<file path="src/rtl/barrel_shifter_seq_l_16b_pkg.sv">
// Shared constants and state encoding for the sequential 16-bit left rotator.
package barrel_pkg;

   localparam int WIDTH  = 16;
   localparam int STAGES = 4;
   localparam int AMT_W  = $clog2(WIDTH);
   localparam int IDX_W  = $clog2(STAGES);

   typedef enum logic [1:0] {
      IDLE  = 2'd0,
      SHIFT = 2'd1,
      DONE  = 2'd2
   } state_t;

endpackage

</file>
<file path="src/rtl/barrel_shifter_seq_l_16b_if.sv">
// Start/ready request and done/result response bundle of the left rotator.
interface barrel_shifter_seq_l_16b_if;
   import barrel_pkg::*;

   logic             start;
   logic [WIDTH-1:0] a;
   logic [AMT_W-1:0] amt;
   logic             ready;
   logic             busy;
   logic             done;
   logic [WIDTH-1:0] y;

   modport master (output start, a, amt, input ready, busy, done, y);
   modport slave  (input start, a, amt, output ready, busy, done, y);

endinterface

</file>
<file path="src/rtl/barrel_shifter_seq_l_16b_rotl_stage.sv">
// One logarithmic rotate stage: rotates x left by 2^k when en, else passes x.
module rotl_stage_16b
   import barrel_pkg::*;
(
   input  logic [WIDTH-1:0] x,
   input  logic [IDX_W-1:0] k,
   input  logic             en,
   output logic [WIDTH-1:0] y
);

   always_comb begin
      y = x;
      if (en) begin
         case (k)
            2'd0:    y = {x[14:0], x[15]};
            2'd1:    y = {x[13:0], x[15:14]};
            2'd2:    y = {x[11:0], x[15:12]};
            default: y = {x[7:0],  x[15:8]};
         endcase
      end
   end

endmodule

</file>
<file path="src/rtl/barrel_shifter_seq_l_16b.sv">
// Sequential 16-bit left rotator: one rotate stage per clock, 4 SHIFT cycles per operation.
module barrel_shifter_seq_l_16b
   import barrel_pkg::*;
(
   input  logic clk,
   input  logic reset_n,
   barrel_shifter_seq_l_16b_if.slave bus
);

   state_t           state, next_state;
   logic [WIDTH-1:0] work;
   logic [AMT_W-1:0] amt_r;
   logic [IDX_W-1:0] idx;
   logic [WIDTH-1:0] y_r;
   logic [WIDTH-1:0] stage_out;
   logic             ready, busy, done, accept, last;

   // Single stage instance reused on every SHIFT cycle, selected by idx.
   rotl_stage_16b u_stage (
      .x  (work),
      .k  (idx),
      .en (amt_r[idx]),
      .y  (stage_out)
   );

   always_ff @(posedge clk or negedge reset_n) begin
      if (!reset_n) state <= IDLE;
      else          state <= next_state;
   end

   always_comb begin
      next_state = state;
      ready      = 1'b0;
      busy       = 1'b0;
      done       = 1'b0;
      accept     = 1'b0;
      last       = 1'b0;
      case (state)
         IDLE: begin
            ready  = 1'b1;
            accept = bus.start;
            if (bus.start) next_state = SHIFT;
         end
         SHIFT: begin
            busy = 1'b1;
            last = (idx == 2'd3);
            if (idx == 2'd3) next_state = DONE;
         end
         DONE: begin
            ready      = 1'b1;
            done       = 1'b1;
            accept     = bus.start;
            next_state = bus.start ? SHIFT : IDLE;
         end
         default: next_state = IDLE;
      endcase
   end

   always_ff @(posedge clk or negedge reset_n) begin
      if (!reset_n) begin
         work  <= '0;
         amt_r <= '0;
         idx   <= '0;
         y_r   <= '0;
      end else if (accept) begin
         work  <= bus.a;
         amt_r <= bus.amt;
         idx   <= '0;
      end else if (busy) begin
         work <= stage_out;
         idx  <= idx + 2'd1;
         if (last) y_r <= stage_out;
      end
   end

   assign bus.ready = ready;
   assign bus.busy  = busy;
   assign bus.done  = done;
   assign bus.y     = y_r;

endmodule
</file>
<file path="src/flat_wrapper.sv">
// flat-port wrapper written by rule: the top's interface ports become plain ports
module barrel_shifter_seq_l_16b_flat import barrel_pkg::*;
  (clk, reset_n, bus_start, bus_a, bus_amt, bus_ready, bus_busy, bus_done, bus_y);
  barrel_shifter_seq_l_16b_if bus_i ();
  input  logic clk;
  input  logic reset_n;
  input wire logic [$bits(bus_i.start)-1:0] bus_start;
  input wire logic [$bits(bus_i.a)-1:0] bus_a;
  input wire logic [$bits(bus_i.amt)-1:0] bus_amt;
  output wire logic [$bits(bus_i.ready)-1:0] bus_ready;
  output wire logic [$bits(bus_i.busy)-1:0] bus_busy;
  output wire logic [$bits(bus_i.done)-1:0] bus_done;
  output wire logic [$bits(bus_i.y)-1:0] bus_y;
  assign bus_i.start = bus_start;
  assign bus_i.a = bus_a;
  assign bus_i.amt = bus_amt;
  assign bus_ready = bus_i.ready;
  assign bus_busy = bus_i.busy;
  assign bus_done = bus_i.done;
  assign bus_y = bus_i.y;
  barrel_shifter_seq_l_16b u_core (.clk(clk), .reset_n(reset_n), .bus(bus_i));
endmodule
</file>
<file path="config.mk">
export PLATFORM = sky130hd
export DESIGN_NAME = barrel_shifter_seq_l_16b_flat
export DESIGN_NICKNAME = d
export VERILOG_FILES = /design/src/rtl/barrel_shifter_seq_l_16b_pkg.sv /design/src/rtl/barrel_shifter_seq_l_16b_if.sv /design/src/rtl/barrel_shifter_seq_l_16b_rotl_stage.sv /design/src/rtl/barrel_shifter_seq_l_16b.sv /design/src/flat_wrapper.sv
export SDC_FILE = /design/constraint.sdc
export NUM_CORES = 1
export LEC_CHECK = 0
export ABC_AREA = 1
export CAP_MARGIN = 5
export CORE_MARGIN = 5
export CORE_UTILIZATION = 45
export CTS_CLUSTER_SIZE = 40
export DETAILED_ROUTE_END_ITERATION = 16
export PLACE_DENSITY = 0.68
export SYNTH_ARGS = -nofsm -noshare
export SYNTH_HDL_FRONTEND = slang
export SYNTH_HIERARCHICAL = 1
export SYNTH_SLANG_ARGS = --single-unit
</file>
<file path="constraint.sdc">
create_clock -name clk -period 5.06 [get_ports clk]
set_input_delay 0.759 -clock clk [delete_from_list [all_inputs] [get_ports clk]]
set_output_delay 0.759 -clock clk [all_outputs]
set_load 0.005 [all_outputs]
</file>
==> flow_summary.ini, run 1 <==
[status]
status = complete, no violations

[power]
vdd_drop_max_mv = 0.4557
leakage_nw = 1.596
finalPower_mw = 2.268
powerDensity_nw_per_um2 = 734.9

[sta]
hold_violations = 0
slew_viol_final = 0
setup_violations = 0
relSlewSlack_pct = 38.77
setup_tns_ns = 0
finalCritPeriodShare_pct = 58.15
fin_crit_ns = 2.943
fmax_mhz = 339.8
tightest_slew_ns = 0.9175
skew_ns = 0.005932
rsz0062_at_grt = no

[floorplanning]
coreArea_um2 = 5608
start_util_pct = 47.05
die_y_um = 86.58
dieArea_um2 = 7495
ioPinCount = 42
die_w_um = 86.58
rows = 27

[routing]
wire_per_inst_um = 14.77
vias = 2555
finalWirelength_um = 7283
dr.pass1.iters = 4
ant_nets = 0
drc = 0
drtIter0Drc = 224
viasPerCell = 5.183

[clocking]
cts.sinks = 40
cts_hold_buf = 0
post_cts_resized = 0
cts_setup_buffers = 0
numCtsBuffers = 5
clkLatencyLatePin_ns = 0.29
cts_tree = built
cts_buffer_depth = 2
cts_root_buffer = clkbuf_8
cts.reportedPaths.clkPinSlew_ns = 0.08
h-tree-depth = 2

[synth]
netlist_instances = 395
yosysTopAreaCellShare_pct = 37.93
synth_nets = 419
ys.warnings.count = 6
yosysTopAreaCell = dfrtp_1
ys_top_cells_by_area = dfrtp_1 (38%), nand2_1 (22%), nand3_1 (16%)
yosys_most_used_dff = dfrtp_1
netlist_area_um2 = 2639
yosysSeqAreaShare_pct = 37.93
synth_edf_count = 0
synth-async-reset-ratio_pct = 100.0
syn_avg_cell_area_um2 = 6.680
synth_cell_types = 21
synth-seq-cells = 40

[cells_and_area]
nets = 444
instances_no_fill = 493
drive_gt1_share_pct = 5.938
syn_to_final_growth_pct = 16.93
antenna_cells = 0

[placed_design]
port_buffers = 41
dp_cells = 485
hpwl_um = 5015
gp_congestion = 0.9276

[run]
drv_cap = 0

[setup_path]
critical_path_class = flip-flop to output port
setup.worst_path.start_class = flip-flop
required_ns = 4.30
slowest_stage = dfrtp_1
r2r_cells = 11
end_kind = output port
arrival_ns = 2.18
critical_path.cell_chain = inv_4 -> nor2_4 -> clkdlybuf4s50_1
crit_fanout = 20
cpPeakStageDelay_ns = 0.88

[global_route]
grt_pass1_wl_um = 12140
grt_overflow = 0
grt_max_degree = 41
grt_antenna_before_repair = 0
grtUsageTotal_pct = 20.43
grt_pass1_vias = 2397

[min_path]
hold_path_class = flip-flop to flip-flop
holdPathStages = 2
==> Yosys cell counts (2+ instances only) <==
master    instances
o21ai_1          16
nand2_1         154
dfrtp_1          40
buf_2             8
inv_1            23
nand3_1          85
buf_6             7
buf_4             5
nor2_4            3
a21oi_2           3
clkbuf_1          3
inv_2             3
nor2_1           36
nand2_4           2
==> metrics by stage <==
stage | setup slack [ns] | hold WS (ns) | utilization, % | area (um2)
5_1_grt | 2.008 | 0.5038 | 55.02 | 3085
3_5_place_dp | 2.466 | 0.4552 | 52.77 | 2959
3_3_place_gp | 2.486 | 0.4556 | 52.77 | 2959
6_report | 2.117 | 0.4681 | 55.02 | 3085
4_1_cts | 2.131 | 0.4745 | 55.02 | 3085
2_1_floorplan | 3.299 | 0.4338 | - | 2639
==> worst max-delay path: cells and delay by family, from the launching register on <==
family | cells | cell delay (ns)
flops | 1 | 0.88
buf+inv | 2 | 0.80
simple gates | 1 | 0.21
==> flip-flops by register name (all words and copies together), names as in the netlist <==
signal	cells
u_core/amt_r	4
u_core/bus.y	16
u_core/idx	2
u_core/state	2
u_core/work	16
==> per-layer routing <==
metal	part of all wire (%)	GRT usage [%]
met1	45	29.75
met4	1.5	4.108
met3	5.5	3.707
met5	0	0
met2	48	31.78
==> path summary, 6_finish.rpt <==
check / start / slack (ns) / end
max: u_core/state[0] / 2.12 / bus_busy
min: u_core/amt_r[0] / 0.47 / u_core/amt_r[0]
max reg2reg: u_core/idx[1] / 2.55 / u_core/work[11]
min reg2reg: u_core/amt_r[0] / 0.47 / u_core/amt_r[0]
max in group asynchronous: reset_n / 3.91 / u_core/work[9]
min in group asynchronous: reset_n / 0.59 / u_core/amt_r[3]
==> kinds of logic (layout without fill, tap and decap cells) <==
group,count (synthesis),in the layout,synth area share (%)
AO/OA/AOI/OAI,20,20,4.220
adder cells (fa/ha/maj),1,1,0.4741
buffers and inverters,51,77,10.86
flip-flops,40,40,37.93
AND/OR/NAND/NOR,283,283,46.52
==> area by class of cell <==
type / count / area, um2
Fill cell: 578 / 2522
Multi-Input combinational cell: 304 / 1351
Sequential cell: 40 / 1001
Timing Repair Buffer: 42 / 412.9
Inverter: 27 / 103.9
Clock buffer: 7 / 96.34
Tap cell: 72 / 90.09
Clock inverter: 1 / 30.03
==> placed cells by master, fill, tap and decap left out <==
master | Yosys | layout
nand2_1 | 154 | 154
nand3_1 | 85 | 85
clkdlybuf4s50_1 | 0 | 40
dfrtp_1 | 40 | 40
nor2_1 | 36 | 36
inv_1 | 23 | 23
o21ai_1 | 16 | 16
clkbuf_8 | 0 | 7
nor2_4 | 3 | 3
inv_2 | 3 | 3
a21oi_2 | 3 | 3
nand2_4 | 2 | 2
bufinv_16 | 0 | 1
buf_2 | 8 | 1
inv_4 | 1 | 1
or2_2 | 1 | 1
nand2_8 | 1 | 1
o21ai_0 | 1 | 1
ha_1 | 1 | 1
buf_4 | 5 | 1
nand2_2 | 1 | 1
==> report_power, final <==
| part | internal, mW | switching [mW] | leakage [nW] |
|---|---|---|---|
| clock | 0.174 | 0.112 | 0.0645 |
| combinational | 0.500 | 0.788 | 1.04 |
| sequential | 0.472 | 0.221 | 0.495 |
| total | 1.15 | 1.12 | 1.60 |
(Power assumes the default switching activity.)
==> run 2, diff against run 1 <==
--- a/config.mk
+++ b/config.mk
@@ -11,7 +11,7 @@
 export CORE_UTILIZATION = 45
 export CTS_CLUSTER_SIZE = 40
 export DETAILED_ROUTE_END_ITERATION = 16
-export PLACE_DENSITY = 0.68
+export PLACE_DENSITY = 0.71
 export SYNTH_ARGS = -nofsm -noshare
 export SYNTH_HDL_FRONTEND = slang
 export SYNTH_HIERARCHICAL = 1
==> constraint.sdc (replaced) <==
create_clock -name clk -period 2.7 [get_ports clk]
set_input_delay 0.405 -clock clk [delete_from_list [all_inputs] [get_ports clk]]
set_output_delay 0.405 -clock clk [all_outputs]
set_load 0.005 [all_outputs]
==> run 2 against run 1 <==
  * Global-route usage fell by 0.41 points
  * Cell area rose by 0.97%
  * Clock-buffer cell count did not move
  * Routed wire length fell by 4.4%
  * Critical path type unchanged
  * Power rose by 91%
  * Via count rose by 2.2%
  * Non-clock buffer count rose by 4
==> flow_summary.ini, run 2 (same netlist as run 1, synthesis figures left out) <==
[status]
status = complete, no violations

[clocking]
cts_root_buffer = clkbuf_8
cts_buffer_depth = 2
clkLatencyLatePin_ns = 0.29
cts_setup_buffers = 0
numCtsBuffers = 5
cts_tree = built
cts_hold_buf = 0
cts.sinks = 40
h-tree-depth = 2
cts.reportedPaths.clkPinSlew_ns = 0.08
post_cts_resized = 0

[routing]
drtIter0Drc = 227
ant_nets = 0
viasPerCell = 5.256
finalWirelength_um = 6961
vias = 2612
dr.pass1.iters = 4
wire_per_inst_um = 14.01
drc = 0

[power]
finalPower_mw = 4.329
powerDensity_nw_per_um2 = 1389
vdd_drop_max_mv = 0.6372
leakage_nw = 1.616

[sta]
rsz0062_at_grt = no
relSlewSlack_pct = 39.80
setup_slack_ns = 0.5445
setup_violations = 0
fin_crit_ns = 2.156
setup_tns_ns = 0
tightest_slew_ns = 0.9030
skew_ns = 0.004759
fmax_mhz = 463.9
hold_violations = 0
finalCritPeriodShare_pct = 79.83
slew_viol_final = 0

[cells_and_area]
mostFrequentLayoutCells = nand2_1 (154), nand3_1 (85), clkdlybuf4s50_1 (40), dfrtp_1 (40), nor2_1 (36)
final_cell_area_um2 = 3115
nets = 448
drive_gt1_share_pct = 6.824
syn_to_final_growth_pct = 18.07
antenna_cells = 0
fillers = 541
utilization_pct = 55.56
final_common_cell = nand2_1

[setup_path]
critPathLaunch = u_core/state[0]
end_kind = output port
critical_path_class = flip-flop to output port
crit_fanout = 20
slowest_stage = clkdlybuf4s50_1
setup.worst_path.start_class = flip-flop
cpPeakStageDelay_ns = 0.55
arrival_ns = 1.75
required_ns = 2.30
critical_path.cell_chain = inv_4 -> nor2_4 -> clkdlybuf4s50_1
rr_startpoint = u_core/idx[1]

[global_route]
grt_max_degree = 41
grt_antenna_before_repair = 0
grt_pass1_vias = 2456
grtUsageTotal_pct = 20.02
grt_pass1_wl_um = 11960
grt_overflow = 0

[min_path]
hold_path_class = input pin to async pin

[run]
drv_cap = 0

[floorplanning]
dieArea_um2 = 7495
ioPinCount = 42
start_util_pct = 47.05
die_w_um = 86.58
die_y_um = 86.58
coreArea_um2 = 5608
rows = 27

[placed_design]
gp_congestion = 0.8594
placed_area_um2 = 2989
dp_slack_ns = 0.8647
hpwl_um = 4893
port_buffers = 41
## run 2: changes by cell type in the layout (fill, tap and decap cells not counted)
cell	delta
buf_4	+4
## run 2: metrics by stage
step / std cells / hold WS (ns)
2_1_floorplan: 395 / 0.1094
3_3_place_gp: 489 / 0.4541
4_1_cts: 497 / 0.2619
5_1_grt: 497 / 0.2982
3_5_place_dp: 489 / 0.4606
6_report: 497 / 0.2354
## run 2: metal layers
| layer | track usage (%) | share of wire [%] | wire, um | vias to the layer above |
|---|---|---|---|---|
| met5 | 0 | 0 | 0 | - |
| met4 | 6.516 | 2.0 | 140 | 0 |
| met3 | 3.992 | 6.7 | 463 | 11 |
| met2 | 30.18 | 44 | 3037 | 96 |
| met1 | 28.74 | 48 | 3320 | 1200 |
| li1 | - | - | - | 1305 |
## run 2: final timing paths
kind,to,slack (ns),cells after the start
worst max-delay path,bus_busy,0.54,3
worst min-delay path,u_core/bus.y[1],0.24,1
worst max register to register,u_core/work[0],0.82,10
max in group asynchronous,u_core/work[7],1.90,1
worst min register to register,u_core/amt_r[0],0.48,2
min in group clk,u_core/amt_r[0],0.48,2
## run 2: final cells by class
class	instances	area, um2	area share (%)
timing repair buffer	46	442.9	14.22
tap	72	90.09	2.892
clock buffer	7	96.34	3.092
clock inverter	1	30.03	0.9639
inverter	27	103.9	3.333
multi-input combinational	304	1351	43.37
sequential	40	1001	32.13
## run 2: critical path, delay by kind of cell, from the launching register on
kind | cells | cell delay (ns)
and+or+nand+nor | 1 | 0.19
DFF | 1 | 0.54
buffers and inverters | 2 | 0.73
## run 2: report_power, final
group	switching, mW	internal, mW	total, mW
Sequential	0.352	0.887	1.24
Clock	0.208	0.326	0.534
Combinational	1.59	0.968	2.56
